==> config.mk <==
export PLATFORM = sky130hd
export DESIGN_NAME = mutex_merge_arb
export DESIGN_NICKNAME = d
export VERILOG_FILES = /design/src/rtl/mutex_merge_arb.sv
export SDC_FILE = /design/constraint.sdc
export NUM_CORES = 1
export LEC_CHECK = 0
export BUFFER_PORTS_ARGS = -buffer_cell sky130_fd_sc_hd__buf_2
export CAP_MARGIN = 5
export CORE_UTILIZATION = 56
export CTS_BUF_LIST = sky130_fd_sc_hd__clkbuf_4 sky130_fd_sc_hd__clkbuf_8
export CTS_CLUSTER_SIZE = 28
export DETAILED_ROUTE_END_ITERATION = 7
export PLACE_DENSITY = 0.8
export SLEW_MARGIN = 20
export SYNTH_ARGS = -nofsm -noshare
export SYNTH_HDL_FRONTEND = slang
export SYNTH_SLANG_ARGS = --single-unit
==> constraint.sdc <==
create_clock -name clk -period 5.61 [get_ports clk]
set_clock_uncertainty 0.15 [all_clocks]
set_input_delay 0.8415 -clock clk [delete_from_list [all_inputs] [get_ports clk]]
set_output_delay 0.8415 -clock clk [all_outputs]
set_load 0.02 [all_outputs]
==> src/rtl/mutex_merge_arb.sv <==
// mutex_merge_arb
//
// Purpose:
//   Serialises one-cycle drive pulses from CHANNELS upstream controllers onto a
//   single downstream drive/free handshake. Requests are latched in a pending
//   register, so simultaneous requests wait their turn instead of being lost.
//   One owner at a time is selected by fixed-priority or round-robin
//   arbitration.
//
// Handshake (all signals are single-cycle pulses, sampled on the rising edge):
//   i_drive[i] requests channel i. The owner is published on o_data/o_index from
//   the grant edge onwards. o_driveNext pulses once the programmed latency has
//   elapsed. Downstream answers with i_freeNext. The owner then receives
//   o_free[i] for exactly one cycle, and the block returns to IDLE.
//
// Parameters:
//   CHANNELS      number of upstream channels (2..64)
//   ARB_MODE      0 = fixed priority (lowest index wins), 1 = round-robin
//   DRIVE_LATENCY cycles from grant to the o_driveNext pulse (1..15)
//   IDX_W         width of o_index
//
// Ports:
//   clk          clock, rising edge
//   rst          asynchronous active-low reset
//   i_drive      per-channel request pulses
//   o_free       per-channel release pulse to the owner
//   o_driveNext  drive pulse to downstream
//   i_freeNext   completion pulse from downstream
//   o_data       one-hot owner vector (0 when no owner)
//   o_index      encoded owner (0 when no owner)
//   o_busy       high in any state other than IDLE
//   o_overlap    sticky protocol error flag
//   o_state      debug view of the FSM state (0 IDLE, 1 DELAY, 2 WAIT_FREE, 3 RELEASE)
//
// Build option:
//   MUTEX_MERGE_OVERLAP_CHECK_EN - when defined, o_overlap latches on a request
//   for a channel that is already pending, or on i_freeNext outside WAIT_FREE.
//   When undefined, o_overlap is tied low and no detection logic exists.

module mutex_merge_arb #(
    parameter int CHANNELS      = 32,
    parameter int ARB_MODE      = 1,
    parameter int DRIVE_LATENCY = 2,
    parameter int IDX_W         = $clog2(CHANNELS)
) (
    input  logic                clk,
    input  logic                rst,
    input  logic [CHANNELS-1:0] i_drive,
    output logic [CHANNELS-1:0] o_free,
    output logic                o_driveNext,
    input  logic                i_freeNext,
    output logic [CHANNELS-1:0] o_data,
    output logic [IDX_W-1:0]    o_index,
    output logic                o_busy,
    output logic                o_overlap,
    output logic [1:0]          o_state
);

    typedef enum logic [1:0] {
        IDLE      = 2'd0,
        DELAY     = 2'd1,
        WAIT_FREE = 2'd2,
        RELEASE   = 2'd3
    } state_t;

    localparam logic [CHANNELS-1:0] ONE = {{(CHANNELS-1){1'b0}}, 1'b1};

    state_t              state, state_next;
    logic [CHANNELS-1:0] pending, pending_next;
    logic [IDX_W-1:0]    rr_ptr, rr_ptr_next;
    logic [IDX_W-1:0]    owner, owner_next;
    logic [3:0]          counter, counter_next;
    logic                release_now;
    logic [CHANNELS-1:0] owner_vec;

    // Arbiter: scan CHANNELS positions starting at 'base', wrapping to 0.
    // Fixed priority always starts at 0; round-robin starts just past the
    // last owner. rr_ptr resets to CHANNELS-1 so the first scan starts at 0.
    logic [IDX_W-1:0]    grant_idx;
    logic                grant_found;
    int                  base;
    int                  scan;
    logic [IDX_W-1:0]    scan_idx;

    always_comb begin
        grant_idx   = '0;
        grant_found = 1'b0;
        scan        = 0;
        scan_idx    = '0;
        base        = (ARB_MODE == 1) ? int'(rr_ptr) + 1 : 0;
        for (int k = 0; k < CHANNELS; k++) begin
            scan = base + k;
            if (scan >= CHANNELS) begin
                scan = scan - CHANNELS;
            end
            scan_idx = IDX_W'(scan);
            if (!grant_found && pending[scan_idx]) begin
                grant_idx   = scan_idx;
                grant_found = 1'b1;
            end
        end
    end

    always_ff @(posedge clk or negedge rst) begin
        if (!rst) begin
            state   <= IDLE;
            pending <= '0;
            rr_ptr  <= IDX_W'(CHANNELS - 1);
            owner   <= '0;
            counter <= '0;
        end else begin
            state   <= state_next;
            pending <= pending_next;
            rr_ptr  <= rr_ptr_next;
            owner   <= owner_next;
            counter <= counter_next;
        end
    end

    always_comb begin
        state_next   = state;
        rr_ptr_next  = rr_ptr;
        owner_next   = owner;
        counter_next = counter;
        release_now  = 1'b0;
        owner_vec    = ONE << owner;

        o_free       = '0;
        o_driveNext  = 1'b0;
        o_data       = '0;
        o_index      = '0;
        o_busy       = (state != IDLE);
        o_state      = state;

        case (state)
            IDLE: begin
                if (grant_found) begin
                    owner_next   = grant_idx;
                    rr_ptr_next  = grant_idx;
                    counter_next = 4'(DRIVE_LATENCY - 1);
                    state_next   = DELAY;
                end
            end
            DELAY: begin
                o_data  = owner_vec;
                o_index = owner;
                if (counter == 4'd0) begin
                    o_driveNext = 1'b1;
                    state_next  = WAIT_FREE;
                end else begin
                    counter_next = counter - 4'd1;
                end
            end
            WAIT_FREE: begin
                o_data  = owner_vec;
                o_index = owner;
                if (i_freeNext) begin
                    release_now = 1'b1;
                    state_next  = RELEASE;
                end
            end
            RELEASE: begin
                o_free     = owner_vec;
                state_next = IDLE;
            end
            default: begin
                state_next = IDLE;
            end
        endcase

        // A pulse on an already-pending channel is absorbed by the OR. The
        // owner's bit clears on RELEASE entry, so a pulse during the o_free
        // cycle re-arms the channel as a fresh request.
        pending_next = (pending | i_drive) & ~(release_now ? owner_vec : '0);
    end

`ifdef MUTEX_MERGE_OVERLAP_CHECK_EN
    logic overlap_q;
    logic overlap_event;

    assign overlap_event = (|(i_drive & pending)) || (i_freeNext && (state != WAIT_FREE));

    always_ff @(posedge clk or negedge rst) begin
        if (!rst) begin
            overlap_q <= 1'b0;
        end else if (overlap_event) begin
            overlap_q <= 1'b1;
        end
    end

    assign o_overlap = overlap_q;
`else
    assign o_overlap = 1'b0;
`endif

endmodule

==> results by group <==
Status
  – Outcome: finished clean

Synth
  – Post-synthesis average cell area: 7.91 sq um
  – Seq/Total Area, Yosys: 13.9%
  – Adder-cell share of the synthesized area: 2.15%
  – Post-synthesis xor/xnor area fraction: 4.16%
  – Synth Cell Area: 8710 sq um
  – Ys async rst share: 100%
  – Complex-gate fraction of the synthesized area: 27.5%
  – Flop and latch count out of synthesis: 48
  – Post-synth EDFFs: 0
  – Synth top cells by count: 149 x nor2_1, 137 x nand2_1, 70 x o21ai_0, 64 x mux2i_1, 60 x a21oi_1
  – Synth cell types: 98
  – Post-Syn Nets: 1,151
  – Synth area leader: dfrtp_1
  – Mux contribution to synthesized area: 24.0%
  – Post-Syn Instances: 1,101
  – Most numerous cell in the Yosys netlist: nor2_1
  – Main combinational cell family by area after synthesis: compound AO/OA/AOI/OAI gates
  – Yosys warnings: 0
  – Synth area leaders: dfrtp_1 12%, mux4_2 11%, mux2i_1 7.4%
  – Simple-gate area share of the yosys netlist: 22.4%
  – Synth top area share: 12.3%
  – Main synth FF type: dfrtp_1

STA
  – Final hold violations: 0
  – Worst slew pin tran: 0.973 ns
  – Final Cycle Share: 97.9%
  – Fmax: 182 MHz
  – RSZ-0062 raised after global routing: false
  – Final Setup Violations: 0
  – Max-slew violation count: 0
  – Slew headroom: 34.5%
  – Final worst path period need: 5.49 ns
  – Setup TNS: 0 ns

Floorplan
  – Die area: 16,100 sq um
  – Die width: 127 um
  – Core area: 15,200 sq um
  – Io pins: 109
  – Initial core utilization: 57.3%
  – Die height: 127 um
  – Num rows: 45

Setup path
  – Worst Setup EP: o_state[1]
  – Worst EP required: 5.67 ns
  – CP arrival: 5.55 ns
  – Worst R2R Start: rr_ptr[0]
  – Biggest fanout along the worst timing path: 25
  – Startpoint types: register
  – Critical-path cell list: inv_2 -> ha_4 -> buf_4 -> mux4_2 -> mux2_2 -> mux2i_1 -> o21a_4 -> nand3_4 -> or3_4 -> or4_4 -> nor3_2 -> nand2_1 -> nor2_1 -> a221o_1 -> mux2_1
  – CP startpoint: rr_ptr[0]
  – Slowest Stage Delay on Critical Path: 0.67 ns
  – Slowest-stage cell, CP: dfstp_4
  – CP endpoint kind: register
  – Critical setup path kind: register to register
  – Worst Reg-to-Reg Cells: 15
  – Critical R2R Capture: o_state[1]
  – Setup slack, reg-to-reg: 0.12 ns

Global routing
  – Top Usage Layer GRT: met2
  – First-pass GRT wire length: 56.3 mm
  – Initial antenna violation count: 0
  – GR Overflow Total: 0
  – Gr usage total: 47.0%
  – M2 GR Usage: 72.8%
  – Met1 global-route usage: 58.0%
  – Largest net degree at the start of global routing: 71
  – Vias in the first global route: 9,322
  – Met3 Track Usage GR: 10.1%

CTS
  – Worst-skew pair later-pin latency: 0.32 ns
  – Clock root buffer: clkbuf_8
  – Inserted Clock Buffers: 5
  – Num Clock Sinks: 48
  – CTS tree: built
  – Clk slew on worst S/H paths: 0.09 ns
  – H-tree depth: 2
  – Clock buffer depth: 2
  – Post-CTS Hold Buffers: 0

Routing
  – TritonRoute pass-1 iters: 8
  – Antenna Nets Post-Route: 0
  – Initial drt markers: 1,517
  – WL final: 37.5 mm
  – # DRC: 0
  – Post-DR vias/cell: 7.35
  – Vias post-DR: 10,300
  – WL/cell: 26.7 um

Finish
  – # diodes: 0
  – Layout cell share with drive strength beyond 1: 26.8%
  – Total Nets Final: 1,267
  – Syn-to-layout area delta: 13.1%

Placed design
  – Hpwl dp: 29.4 mm
  – Count of input and output buffers: 107
  – GP Congestion: 1.10

Min path
  – Min-Delay Path Class: input pin to asynchronous set/reset pin

Flow run
  – Max cap viols: 0
-- area by class of cell --
class	count	area, sq um
sequential	48	1210
inverter	30	116
fill	1332	5350
tap	188	235
timing repair buffer	180	1100
clock buffer	6	76.3
clock inverter	2	35.0
multi-input combinational	952	7080
-- state kept, by name, indices dropped and copies added, names as in the netlist --
signal / flops
rr_ptr: 5
pending: 32
counter: 4
o_state: 2
owner: 5
-- metal layers --
| metal | vias up | wire length (um) |
|---|---|---|
| met5 | - | 0 |
| met4 | 0 | 3110 |
| met3 | 218 | 4530 |
| met2 | 885 | 16200 |
| met1 | 4797 | 13700 |
| li1 | 4437 | - |
-- logic make-up (layout without fill, tap and decap cells) --
logic type | count (synthesis) | after routing
and+or+nand+nor | 423 | 423
muxes | 146 | 146
AOI/OAI and AO/OA | 336 | 336
DFF | 48 | 48
other | 1 | 1
xor gates and xnor gates | 31 | 31
adders and majority gates | 15 | 15
buffers and inverters | 101 | 218
-- worst min-delay path by stage --
stage	to	slack [ns]	cells past startpoint
6_report	pending[6]	0.38	1
5_1_grt	pending[6]	0.43	1
4_1_cts	counter[0]	0.41	1
3_5_place_dp	counter[0]	0.39	1
3_3_place_gp	counter[3]	0.39	2
2_1_floorplan	rr_ptr[1]	0.34	2
-- metrics by stage --
stage	instances	utilization, %	setup WS [ns]	hold slack [ns]	area, sq um
floorplan	1101	-	0.343	0.343	8710
global placement	1393	63.4	0.220	0.386	9640
detailed placement	1393	63.4	0.231	0.391	9640
CTS	1401	64.1	0.203	0.412	9750
global route	1406	64.8	0.0190	0.434	9850
finish	1406	64.8	0.119	0.383	9850
-- critical path, delay by kind of cell, from the launching register on --
kind	cells	cell delay, ns
buffers and inverters	2	0.32
multiplexers	4	1.56
AND/OR/NAND/NOR	6	1.70
adder cells (fa/ha/maj)	1	0.50
AO/OA/AOI/OAI	2	0.48
flip-flops	1	0.67
-- placed cells by master (no fill, tap or decap), drive strengths merged, types with 6 or more instances in the layout --
master	synthesis	final
o21a	11	11
nor2b	7	7
dfrtp	43	43
ha	15	15
a2111oi	14	14
a32oi	8	8
o31ai	7	7
nand2b	6	6
o2111ai	6	6
or2	7	7
nor3	28	28
xor2	10	10
a21o	6	6
o221ai	6	6
nand2	138	138
o211ai	13	13
a22oi	12	12
buf	34	180
xnor2	17	17
a31oi	10	10
mux2	36	36
o21ai	77	77
nor2	149	149
clkbuf	37	6
o32ai	7	7
nand3	30	30
nand4	11	11
a221oi	8	8
inv	28	28
o22a	32	32
and2	11	11
mux4	46	46
o22ai	6	6
mux2i	64	64
a211oi	18	18
a21oi	60	60
nor4	14	14
-- timing repair --
| action | 4_1_cts | 5_1_grt |
|---|---|---|
| buffers inserted | 0 | 5 |
| hold endpoints to repair | 0 | 0 |
| setup endpoints to repair | 0 | 14 |
| resized for setup | 0 | 14 |
Power is left out: the tool's default activity adds up to more than one toggle a clock period on the data nets, which glitch-free logic cannot reach.
